File: config.mk
export PLATFORM = sky130hd
export DESIGN_NAME = imem_loader
export DESIGN_NICKNAME = d
export VERILOG_FILES = /design/src/rtl/imem_pkg.sv /design/src/rtl/imem_loader.sv
export SDC_FILE = /design/constraint.sdc
export NUM_CORES = 1
export LEC_CHECK = 0
export ABC_AREA = 1
export CORE_MARGIN = 5
export CORE_UTILIZATION = 25
export DETAILED_ROUTE_END_ITERATION = 8
export GPL_TIMING_DRIVEN = 1
export MAX_ROUTING_LAYER = met4
export PLACE_DENSITY = 0.46
export SYNTH_ARGS = -nofsm -noshare
export SYNTH_HDL_FRONTEND = slang
export SYNTH_SLANG_ARGS = --single-unit
File: constraint.sdc
create_clock -name CLK -period 1.5 [get_ports CLK]
set_input_delay 0.225 -clock CLK [delete_from_list [all_inputs] [get_ports CLK]]
set_output_delay 0.225 -clock CLK [all_outputs]
set_load 0.02 [all_outputs]
File: src/rtl/imem_pkg.sv
// Shared definitions for the instruction-memory loader and the ROM/IMEM side.
package imem_pkg;

  localparam int ADDR_W = 10;
  localparam int DATA_W = 32;

  typedef enum logic [1:0] {
    IDLE  = 2'd0,
    RECV  = 2'd1,
    WRITE = 2'd2,
    DONE  = 2'd3
  } ldr_state_e;

endpackage

File: src/rtl/imem_loader.sv
// Byte-stream instruction loader: packs little-endian bytes into 32-bit words
// and writes them to consecutive instruction-memory addresses.
module imem_loader
  import imem_pkg::*;
#(
  parameter int ADDR_W = imem_pkg::ADDR_W,
  parameter int DATA_W = imem_pkg::DATA_W
) (
  input  logic              CLK,
  input  logic              RST_n,
  input  logic              start,
  input  logic [ADDR_W:0]   length,
  input  logic              abort,
  input  logic [7:0]        byte_in,
  input  logic              byte_valid,
  output logic              byte_ready,
  output logic              we,
  output logic [ADDR_W-1:0] address,
  output logic [DATA_W-1:0] instruccion,
  output logic              busy,
  output logic              done,
  output logic              err
);

  localparam logic [ADDR_W:0] LEN_MAX = {1'b1, {ADDR_W{1'b0}}};
  localparam logic [ADDR_W:0] ONE     = {{ADDR_W{1'b0}}, 1'b1};

  ldr_state_e        state, state_nx;
  logic [ADDR_W:0]   len_q;
  logic [ADDR_W:0]   wcnt;
  logic [ADDR_W:0]   wcnt_inc;
  logic [1:0]        bcnt;
  logic [23:0]       word_q;
  logic              len_ok;
  logic              start_ok;
  logic              accept;
  logic              last_byte;
  logic              words_done;
  logic              we_d;
  logic              done_d;
  logic              err_d;

  assign len_ok     = (length != '0) && (length <= LEN_MAX);
  assign start_ok   = (state == IDLE) && start && len_ok;
  assign accept     = (state == RECV) && byte_valid;
  assign last_byte  = accept && (bcnt == 2'd3);
  assign wcnt_inc   = wcnt + ONE;
  assign words_done = (wcnt_inc == len_q);

  assign byte_ready = (state == RECV);
  assign busy       = (state != IDLE);

  always_ff @(posedge CLK or negedge RST_n) begin
    if (!RST_n) state <= IDLE;
    else        state <= state_nx;
  end

  always_comb begin
    state_nx = state;
    unique case (state)
      IDLE:    if (start_ok) state_nx = RECV;
      RECV:    if (abort) state_nx = IDLE;
               else if (last_byte) state_nx = WRITE;
      WRITE:   if (abort) state_nx = IDLE;
               else if (words_done) state_nx = DONE;
               else state_nx = RECV;
      DONE:    state_nx = IDLE;
      default: state_nx = IDLE;
    endcase
  end

  // Strobes are computed one cycle early so that we/done/err come straight from flops.
  always_comb begin
    we_d   = 1'b0;
    done_d = 1'b0;
    err_d  = 1'b0;
    unique case (state)
      IDLE:    err_d  = start && !len_ok;
      RECV:    we_d   = last_byte && !abort;
      WRITE:   done_d = words_done && !abort;
      default: ;
    endcase
  end

  always_ff @(posedge CLK or negedge RST_n) begin
    if (!RST_n) begin
      len_q       <= '0;
      wcnt        <= '0;
      bcnt        <= '0;
      we          <= 1'b0;
      done        <= 1'b0;
      err         <= 1'b0;
      address     <= '0;
      instruccion <= '0;
    end else begin
      we   <= we_d;
      done <= done_d;
      err  <= err_d;
      if (start_ok) begin
        len_q <= length;
        wcnt  <= '0;
        bcnt  <= '0;
      end
      if (accept) bcnt <= bcnt + 2'd1;
      if (we_d) begin
        address     <= wcnt[ADDR_W-1:0];
        instruccion <= {byte_in, word_q};
      end
      if (state == WRITE) wcnt <= wcnt_inc;
    end
  end

  // Partial-word shift register: after three bytes it holds {b2, b1, b0}.
  always_ff @(posedge CLK) begin
    if (accept) word_q <= {byte_in, word_q[23:8]};
  end

endmodule

==> results.py <==
metrics = {
    "clock_network": {
        "cts_buffers": 9,
        "cts.sinks": 95,
        "clk_pin_slew_worst_paths_ns": 0.07,
        "worstSkewPairLatency_ns": 0.34,
        "ctsHtreeMaxLevel": 3,
        "clock_path_buffers": 2,
        "cts_tree": "built",
        "clock-root-buffer": "sky130_fd_sc_hd__clkbuf_16",
    },
    "floorplanning": {
        "dieHeight_microns": 136,
        "top_level_ports": 71,
        "rows": 46,
        "initial_utilization": 0.252,
        "dieArea_sq_mm": 0.0185,
        "floorplan.die.width_microns": 136,
        "core_sq_mm": 0.0157,
    },
    "power_and_ir_drop": {
        "comb_power_share": 0.343,
        "total_leakage_power_nw": 2.98,
        "sw_frac_of_total": 0.350,
        "intPower_mw": 6.07,
        "power.ir.vdd_worst_mv": 0.733,
        "cellPowerDensity_mw_per_mm2": 1540,
        "net_switching_power_figure_mw": 3.27,
        "fin_total_pwr_mw": 9.34,
        "power.sequential.fraction": 0.412,
        "pwr-share-clk": 0.245,
    },
    "global_route": {
        "via_count_of_the_first_global_routing_pass": 3633,
        "antenna_found_initial": 0,
        "wire_length_of_the_first_global_routing_pass_microns": 17800,
        "grt-ovfl-total": 0,
        "global_route.usage.total": 0.127,
        "grt_start_max_net_pins": 34,
    },
    "timing": {
        "unrepaired_setup_endpoints_after_global_routing": "yes",
        "worstMarginPinSlew_ns": 0.317,
        "fin_worst_skew_ns": 0.00398,
        "setup_slack_ns": -0.207,
        "worst_slew_margin": 0.789,
        "setup_viol": 3,
        "final.period_utilization": 1.14,
        "finalCriticalPeriod_ns": 1.71,
        "max_clock_freq_ghz": 0.586,
        "finalHoldViolCount": 0,
        "fin_hold_ws_ns": 0.209,
        "slew_viol_final": 0,
        "finalSetupTns_ns": -0.368,
    },
    "place": {
        "gp_routability_congestion": 0.773,
        "place_inst": 767,
        "dp_hpwl_microns": 7840,
        "detailed_place.area_sq_mm": 0.00547,
        "placement.io_buffers": 70,
        "place_ws_ns": -0.390,
    },
    "synthesis": {
        "postSynthAreaPerCell_sq_um": 9.26,
        "synth_area_sq_mm": 0.00396,
        "synth_cell_types": 28,
        "synth_warnings": 0,
        "synth_nets": 454,
        "postSynthRegisterBits": 95,
        "postSynthCellCount": 428,
        "synth.yosys.seq_area_share": 0.630,
    },
    "worst_setup_path": {
        "worstPathCellList": "ha_4 -> nand2_4 -> nor2_4 -> nand2_1 -> nand2_2 -> nor2_2 -> nor2_1 -> nand3_1 -> nor2_1 -> nand3_2 -> a21oi_2",
        "critical_path.startpoint_type": "flop",
        "critPathCaptureType": "flop",
        "max_stage_delay_ns": 0.40,
        "worst_ep_required_time_ns": 1.77,
        "cp_data_arrival_time_ns": 1.98,
        "worst-path-buf-inv": 0,
        "worstSetupPathType": "flop to flop",
        "crit_family": "simple AND/OR/NAND/NOR gates",
        "cp_slowest_cell": "sky130_fd_sc_hd__dfrtp_1",
        "crit_fanout": 6,
        "crit_path_frequent_cell": "sky130_fd_sc_hd__nor2_1",
    },
    "routing": {
        "vias_per_cell": 4.23,
        "drt_drc_violations_left": 0,
        "drt-pass1-iter-count": 4,
        "routedWlPerCell_microns": 14.2,
        "num_vias": 3362,
        "ant_nets": 0,
        "drt-total-wl_microns": 11300,
        "drt_first_iter_violations": 92,
    },
    "layout": {
        "fin_util": 0.386,
        "register_area_sq_mm": 0.00250,
        "post_route_cells_drive_above_1_share": 0.278,
        "design_area_sq_mm": 0.00607,
        "fin_cells": 795,
        "num-nets-final": 600,
        "multi_input_area_sq_mm": 0.00150,
        "fill_cells": 1568,
        "area.growth.synth_to_final_pct": 53.1,
        "antennaDiodeCount": 0,
    },
    "status": {
        "status": "complete, but fails checks",
        "failed_checks": "setup timing",
    },
    "min_path": {
        "hold_class": "primary input to flop",
    },
    "job": {
        "max-cap-violations": 0,
    },
}
-- final timing paths --
path / slack (ns) / depth (start not counted) / start / endpoint
min: 0.21 / 4 / length[1] / len_q[1]
max in group asynchronous: 0.68 / 3 / RST_n / address[8]
min in group asynchronous: 0.32 / 2 / RST_n / len_q[7]
min reg2reg: 0.45 / 0 / word_q[11] / word_q[3]
max reg2reg: -0.21 / 11 / wcnt[1] / state[1]
max: -0.21 / 11 / wcnt[1] / state[1]
-- sequential cells by signal (all words and copies together) (netlist names) --
name	count
instruccion	32
address	10
state	2
done	1
len_q	11
we	1
word_q	24
wcnt	11
bcnt	2
err	1
-- power groups by stage --
stage / clock network (mW) / logic (mW) / registers (mW)
4_1_cts: 2.39 / 3.12 / 3.83
3_3_place_gp: 0 / 3.35 / 3.85
6_report: 2.29 / 3.20 / 3.84
5_1_grt: 2.48 / 3.55 / 3.94
2_1_floorplan: 0 / 1.08 / 4.34
3_5_place_dp: 0 / 3.37 / 3.86
-- cell families after synthesis --
logic type	share of synthesized area
xor gates and xnor gates	0.00852
adders and majority gates	0.00631
AOI/OAI and AO/OA	0.0477
buffers and inverters	0.0445
DFF	0.630
and+or+nand+nor	0.263
-- tightest hold or removal path, delay by kind of cell --
kind          cells  cell delay, ns
buf+inv           2            0.21
simple gates      2            0.08
-- final cells by class --
class / instances / share of cell area
flip-flops and latches: 95 / 0.411
multi-input cells: 288 / 0.247
repair buffers: 145 / 0.225
well taps: 216 / 0.0445
clock buffers: 11 / 0.0383
inverters: 34 / 0.0233
clock inverters: 5 / 0.00948
repair inverters: 1 / 0.00103
-- repair_timing --
item | in CTS | in global routing
gates resized for setup | 64 | 72
pin swaps | 0 | 26
setup endpoints to repair | 59 | 93
gates cloned | 0 | 5
setup buffers | 3 | 3
endpoints found under the hold margin | 17 | 0
hold buffers | 1 | 0
-- layout by cell type, fill, tap and decap left out, types with 6 or more instances in the layout --
| master | netlist | layout |
|---|---|---|
| sky130_fd_sc_hd__nand4_1 | 6 | 6 |
| sky130_fd_sc_hd__edfxtp_1 | 24 | 24 |
| sky130_fd_sc_hd__buf_4 | 0 | 59 |
| sky130_fd_sc_hd__dlygate4sd2_1 | 0 | 45 |
| sky130_fd_sc_hd__o21ai_0 | 28 | 18 |
| sky130_fd_sc_hd__nand3_1 | 30 | 28 |
| sky130_fd_sc_hd__nand2_2 | 1 | 38 |
| sky130_fd_sc_hd__nor2_1 | 20 | 13 |
| sky130_fd_sc_hd__clkbuf_16 | 0 | 12 |
| sky130_fd_sc_hd__buf_6 | 0 | 6 |
| sky130_fd_sc_hd__dfrtp_1 | 71 | 71 |
| sky130_fd_sc_hd__inv_1 | 32 | 30 |
| sky130_fd_sc_hd__nand2_1 | 175 | 135 |
| sky130_fd_sc_hd__clkdlybuf4s50_1 | 0 | 20 |
| sky130_fd_sc_hd__buf_12 | 0 | 7 |
| sky130_fd_sc_hd__o21ai_1 | 2 | 10 |
-- routing by layer --
layer	track usage	wire length (microns)	up-vias
met5	-	0	-
met4	0.0493	213	0
met3	0.0340	590	17
met2	0.209	5480	64
met1	0.150	5010	1610
li1	-	-	1671
-- synth_stat cells (all sizes together) --
| master | instances | area (sq um) |
|---|---|---|
| a21oi | 4 | 20.0 |
| and2 | 1 | 6.26 |
| buf | 6 | 30.0 |
| clkbuf | 5 | 18.8 |
| dfrtp | 71 | 1780 |
| edfxtp | 24 | 721 |
| ha | 2 | 25.0 |
| inv | 34 | 128 |
| nand2 | 176 | 663 |
| nand3 | 31 | 160 |
| nand3b | 1 | 7.51 |
| nand4 | 7 | 50.1 |
| nor2 | 22 | 97.6 |
| nor3 | 7 | 51.3 |
| o21ai | 30 | 150 |
| o22ai | 3 | 18.8 |
| or2 | 1 | 6.26 |
| xnor2 | 1 | 8.76 |
| xor2 | 2 | 25.0 |
No activity file was read; power rests on OpenSTA's default activity.
